==> config.mk <==
export PLATFORM = sky130hd
export DESIGN_NAME = piso_serializer
export DESIGN_NICKNAME = d
export VERILOG_FILES = /design/src/rtl/piso_serializer.sv
export SDC_FILE = /design/constraint.sdc
export NUM_CORES = 1
export LEC_CHECK = 0
export BUFFER_PORTS_ARGS = -buffer_cell sky130_fd_sc_hd__buf_2
export CORE_ASPECT_RATIO = 0.7
export CORE_MARGIN = 1
export CORE_UTILIZATION = 45
export DETAILED_ROUTE_END_ITERATION = 8
export PLACE_DENSITY = 0.66
export SETUP_SLACK_MARGIN = 0.1
export SLEW_MARGIN = 40
export SYNTH_ARGS = -nofsm -noshare
export SYNTH_HDL_FRONTEND = slang
export SYNTH_SLANG_ARGS = --single-unit
export TNS_END_PERCENT = 50
==> constraint.sdc <==
create_clock -name clk -period 4 [get_ports clk]
set_input_delay 0.2 -clock clk [delete_from_list [all_inputs] [get_ports clk]]
set_output_delay 0.2 -clock clk [all_outputs]
set_load 0.01 [all_outputs]
==> src/rtl/piso_serializer.sv <==
// -----------------------------------------------------------------------------
// piso_serializer
// Parallel-in / serial-out stage. Accepts WIDTH-bit words over a valid/ready
// handshake and shifts them out one bit per clock, MSB-first or LSB-first.
// A one-entry holding register lets consecutive words stream with no gap.
//
// Ports
//   clk          in   clock, rising edge
//   clear_n      in   asynchronous active-low reset
//   load_data    in   parallel word to serialize
//   load_valid   in   load_data valid this cycle
//   load_ready   out  word can be accepted this cycle (registers only)
//   sout         out  serial bit (0 when idle)
//   sout_valid   out  sout carries a payload bit
//   frame_last   out  sout is the final bit of the current word
//   bit_count    out  shift-order index of the bit on sout
//   word_count   out  completed words, wrapping at 8 bits
//
// state | meaning
// IDLE  | nothing to shift, waiting for a word
// SHIFT | presenting bit r_bit_cnt of the word in r_shreg
// -----------------------------------------------------------------------------
module piso_serializer #(
    parameter int WIDTH     = 8,
    parameter bit MSB_FIRST = 1'b1
) (
    input  logic                     clk,
    input  logic                     clear_n,
    input  logic [WIDTH-1:0]         load_data,
    input  logic                     load_valid,
    output logic                     load_ready,
    output logic                     sout,
    output logic                     sout_valid,
    output logic                     frame_last,
    output logic [$clog2(WIDTH)-1:0] bit_count,
    output logic [7:0]               word_count
);

    localparam int               CNT_W    = $clog2(WIDTH);
    localparam logic [CNT_W-1:0] LAST_IDX = CNT_W'(WIDTH - 1);

    typedef enum logic {
        IDLE  = 1'b0,
        SHIFT = 1'b1
    } state_t;

    state_t             r_state,     w_state_nxt;
    logic [WIDTH-1:0]   r_shreg,     w_shreg_nxt;
    logic [CNT_W-1:0]   r_bit_cnt,   w_bit_cnt_nxt;
    logic [WIDTH-1:0]   r_hold_reg,  w_hold_reg_nxt;
    logic               r_hold_full, w_hold_full_nxt;
    logic [7:0]         r_word_cnt,  w_word_cnt_nxt;

    logic               w_xfer;
    logic               w_last_bit;
    logic               w_out_bit;
    logic [WIDTH-1:0]   w_shifted;

    assign load_ready = clear_n & ~r_hold_full;
    assign w_xfer     = load_valid & load_ready;
    assign w_last_bit = (r_bit_cnt == LAST_IDX);

    // The output end of the shift register is fixed by MSB_FIRST; shifting
    // always moves the next bit toward that end and zero-fills behind it.
    assign w_out_bit = MSB_FIRST ? r_shreg[WIDTH-1] : r_shreg[0];
    assign w_shifted = MSB_FIRST ? {r_shreg[WIDTH-2:0], 1'b0}
                                 : {1'b0, r_shreg[WIDTH-1:1]};

    always_ff @(posedge clk or negedge clear_n) begin
        if (!clear_n) begin
            r_state     <= IDLE;
            r_shreg     <= '0;
            r_bit_cnt   <= '0;
            r_hold_reg  <= '0;
            r_hold_full <= 1'b0;
            r_word_cnt  <= '0;
        end else begin
            r_state     <= w_state_nxt;
            r_shreg     <= w_shreg_nxt;
            r_bit_cnt   <= w_bit_cnt_nxt;
            r_hold_reg  <= w_hold_reg_nxt;
            r_hold_full <= w_hold_full_nxt;
            r_word_cnt  <= w_word_cnt_nxt;
        end
    end

    always_comb begin
        w_state_nxt     = r_state;
        w_shreg_nxt     = r_shreg;
        w_bit_cnt_nxt   = r_bit_cnt;
        w_hold_reg_nxt  = r_hold_reg;
        w_hold_full_nxt = r_hold_full;
        w_word_cnt_nxt  = r_word_cnt;

        case (r_state)
            IDLE: begin
                // Words accepted while idle go straight into the shifter.
                if (w_xfer) begin
                    w_shreg_nxt   = load_data;
                    w_bit_cnt_nxt = '0;
                    w_state_nxt   = SHIFT;
                end
            end
            SHIFT: begin
                if (!w_last_bit) begin
                    w_shreg_nxt   = w_shifted;
                    w_bit_cnt_nxt = r_bit_cnt + CNT_W'(1);
                    if (w_xfer) begin
                        w_hold_reg_nxt  = load_data;
                        w_hold_full_nxt = 1'b1;
                    end
                end else begin
                    w_word_cnt_nxt = r_word_cnt + 8'd1;
                    // A held word has priority; load_ready is low while it is
                    // held, so no new transfer can collide with it here.
                    if (r_hold_full) begin
                        w_shreg_nxt     = r_hold_reg;
                        w_hold_full_nxt = 1'b0;
                        w_bit_cnt_nxt   = '0;
                    end else if (w_xfer) begin
                        w_shreg_nxt   = load_data;
                        w_bit_cnt_nxt = '0;
                    end else begin
                        w_state_nxt = IDLE;
                    end
                end
            end
            default: w_state_nxt = IDLE;
        endcase
    end

    assign sout       = (r_state == SHIFT) & w_out_bit;
    assign sout_valid = (r_state == SHIFT);
    assign frame_last = (r_state == SHIFT) & w_last_bit;
    assign bit_count  = r_bit_cnt;
    assign word_count = r_word_cnt;

endmodule

; Yosys cells after proc, flatten, opt, wreduce, memory -nomap -nowiden
; Index checks and enable logic that the tools add are counted.
[classes]
add_sub_neg = 2
n_eq_ne = 1
mux = 14
bitwise = 7
n_reduce_logical = 4
[ops]
columns = operator, count
row1 = 8-bit 2-to-1 mux, 3
row2 = 8-bit case mux with 2 select lines, 1
row3 = 3-bit 2-to-1 mux, 3
row4 = 8-bit by 1-bit adder with 8-bit output (second input constant), 1
row5 = 3-bit case mux with 2 select lines, 1
row6 = 1-bit 2-to-1 mux, 5
row7 = 1-bit bitwise AND, 4
row8 = 2-bit AND reduction, 2
row9 = 3-bit by 1-bit adder with 3-bit output (second input constant), 1
row10 = 3-bit == test (second input constant), 1
row11 = 1-bit NOT, 3
row12 = 3-bit AND reduction, 1
row13 = 1-bit case mux with 2 select lines, 1
row14 = 2-bit nonzero test, 1
[word_totals]
ff_bits = 29
out_inout_bits = 15
word_cells = 34

; Logic depth before layout (Yosys ltp)
[depth]
depth_word = 7
ltp_mapped = 7

; Least setup slack after synthesis
; Ideal clock, no wire load.
[synth_path]
kind = register to register
start = register r_bit_cnt[0], in the netlist bit_count[0]
end = register r_hold_reg[0]
arrival_ns = 1.561
required_ns = 3.875
slack_ns = 2.314
stages_incl_launch_ff = 7
period_less_slack_ns = 1.686
path_cell_list = dfrtp_1 > ha_1 > ha_1 > nor2b_4 > nor2b_4 > buf_6 > mux2_2
[synth_between]
elab_chain_len = 3
[synth_rtl]
columns = element, line
row1 = "start, declared", 49  ; logic [CNT_W-1:0] r_bit_cnt, w_bit_cnt_nxt;
row2 = "start signal, assigned", 80  ; r_bit_cnt <= w_bit_cnt_nxt;
row3 = 3-bit == test, 61  ; assign w_last_bit = (r_bit_cnt == LAST_IDX);
row4 = 1-bit NOT (no source line), n/a
row5 = 3-bit AND reduction (no source line), n/a
row6 = "end signal, assigned", 81  ; r_hold_reg <= w_hold_reg_nxt;
row7 = "end, declared", 50  ; logic [WIDTH-1:0] r_hold_reg, w_hold_reg_nxt;
; No other way between the ends.
; A chain may end at the register's enable or synchronous reset.

; Final worst setup path
[layout_path]
start = input port clear_n
end = output port load_ready
[layout_between]
elab_chain_len = 1
[layout_rtl]
columns = element, line
row1 = "start, declared", 28  ; input logic clear_n,
row2 = 1-bit bitwise AND, 59  ; assign load_ready = clear_n & ~r_hold_full;
row3 = "end, declared", 31  ; output logic load_ready,
; No other way between the ends.

==> reports/results.tsv <==
metric	value	unit
H-tree depth	2	
routed vias/inst	5.85	
Slew Viols, Final	0	
RSZ-0062 raised after global routing	false	
fin area	1720	um^2
critical path class	in -> out	
CTS max path bufs	2	
fill count	266	
# placed instances	185	
Synthesized Nets	143	
TritonCTS Sinks	29	
logic gate share of total power	36.3	%
most frequent cells in the layout	dfrtp_1, buf_2, a211oi_1	
most common cell after layout, fill and taps aside	dfrtp_1	
total vias in the final route	1135	
fin crit share	54.8	%
failing checks	design-rule violations	
nets	169	
non-filler cells, final	194	
Cell variety after synth	31	
Post-Syn Area	1500	um^2
peak supply drop	0.404	mV
CTS Buf Count	5	
IO buf count	25	
Design Power	1.21	mW
diodes inserted	0	
Final Skew	0.00943	ns
post-CTS sizing	0	
post-CTS setup buffers	0	
crit path max fanout	26	
Seq pwr share	44.6	%
core area	3170	um^2
Initial Util	47.5	%
WP data arrival	1.99	ns
Ports	26	
startpoint types	input pin	
gr ovfl total	0	
main flop type after synthesis	dfrtp_1	
first-pass GRT wire length	5.52	mm
die height	50.4	um
area of the multi-input gates	714	um^2
Util after Layout	54.3	%
routability cong.	0.768	
Clock Pin Slew Worst Setup and Hold Paths	0.06	ns
DRT Pass-1 Iters	9	
proportion of layout cells with a drive suffix above 1	31.4	%
Routed wire per std cell	16.9	um
min cycle time layout	2.19	ns
Final Setup Violations	0	
Total GRT Usage	20.8	%
Syn Area/Cell	11.7	um^2
die area	3580	um^2
total negative slack	0	ns
HP Class	in -> reg	
Routed WL	3.29	mm
Seq/Total Area, Yosys	48.3	%
Max Cap Viol	0	
hold buffer count at CTS	1	
Cells after Synth	129	
net switching power	0.436	mW
vias in the first global route	1157	
TritonCTS clock tree	done	
fmax	0.457	GHz
Crit. End Element	output pin	
Slew Limit Headroom	56.5	%
Post-synth EDFFs	0	
Die W	71.1	um
asr flop ratio synth	100	%
Final Hold Violating Endpoints	0	
Switching Fraction	36.1	%
final hold slack	0.172	ns
clk_lat worst skew	0.28	ns
Worst Max-Slew Pin Slew	0.652	ns
drc violations	2	
DRT antenna net count	0	
initial DRC count	87	
Cell Rows	17	
Power per Cell Area	701	nW/um^2
Pint	0.771	mW
dpl cell area	1630	um^2
worst endpoint required time	3.80	ns
Area Growth Syn to Fin	14.4	%
Yosys reg bits	29	
initial antenna violation count	0	
setup ws final	1.81	ns
Storage cell area	726	um^2
synth warn	0	
Placement Setup Slack	2.04	ns
outcome	finished, violations left	
DP HPWL	2.24	mm
largest net degree at the start of global routing	27	
P_leak	0.816	nW
CTS Root Cell	clkbuf_8	
Clock Power Share	19.1	%
-- critical path, stage by stage --
cell and delay (ns):
dlygate4sd3_1 0.52, buf_2 0.29, buf_4 0.38, and2b_1 0.40, buf_2 0.20
-- routing by layer --
| layer | wire [um] | track usage [%] |
|---|---|---|
| met1 | 1680 | 27.5 |
| met2 | 1440 | 31.3 |
| met3 | 129 | 5.62 |
| met4 | 36 | 11.0 |
| met5 | 0 | 0 |
-- synthesized netlist by cell type, types with 2 or more instances --
library cell  count  area, um^2
xnor2_1           7        61.3
buf_2             2        10.0
and3_1            9        56.3
nor2b_4           2        27.5
buf_4             2        15.0
a221oi_1          7        61.3
buf_6             2        22.5
mux2_2            9         101
mux2i_1           2        20.0
and2_1            8        50.1
dfrtp_1          29         726
o22ai_1           6        37.5
ha_1              3        37.5
nand2_2           2        12.5
a211oi_1         14         105
nand4_1           4        25.0
a22o_1            2        17.5
nand2_1           6        22.5
-- layout make-up --
cell class | instances | share of cell area, %
Sequential cell | 29 | 42.2
Timing Repair Buffer | 27 | 8.29
Clock inverter | 2 | 0.582
Inverter | 2 | 0.436
Clock buffer | 6 | 4.22
Tap cell | 38 | 2.76
Multi-Input combinational cell | 90 | 41.5
-- final timing paths --
kind	depth (start not counted)	start	endpoint	slack (ns)
setup reg to reg	5	bit_count[0]$_DFF_PN0_	r_hold_reg[6]$_DFFE_PN0P_	2.00
hold / removal	2	load_data[1]	r_hold_reg[1]$_DFFE_PN0P_	0.17
setup / recovery	5	clear_n	load_ready	1.81
max in group asynchronous	3	clear_n	r_hold_reg[6]$_DFFE_PN0P_	3.05
min in group asynchronous	2	clear_n	r_shreg[5]$_DFF_PN0_	0.33
hold reg to reg	1	word_count[7]$_DFFE_PN0P_	word_count[7]$_DFFE_PN0P_	0.47
-- logic make-up after synthesis --
group	synth area share, %
adder cells (fa/ha/maj)	2.50
AO/OA/AOI/OAI	16.9
multiplexers	8.07
flip-flops	48.3
XOR/XNOR	4.08
AND/OR/NAND/NOR	16.0
buffers and inverters	4.24
-- power by group through the flow --
stage | Clock (mW) | Combinational, mW | Sequential [mW]
4_1_cts | 0.238 | 0.437 | 0.533
2_1_floorplan | 0 | 0.345 | 0.510
3_3_place_gp | 0 | 0.418 | 0.532
6_report | 0.230 | 0.438 | 0.539
5_1_grt | 0.251 | 0.485 | 0.554
3_5_place_dp | 0 | 0.434 | 0.539
Power figures use the tool's default switching activity.
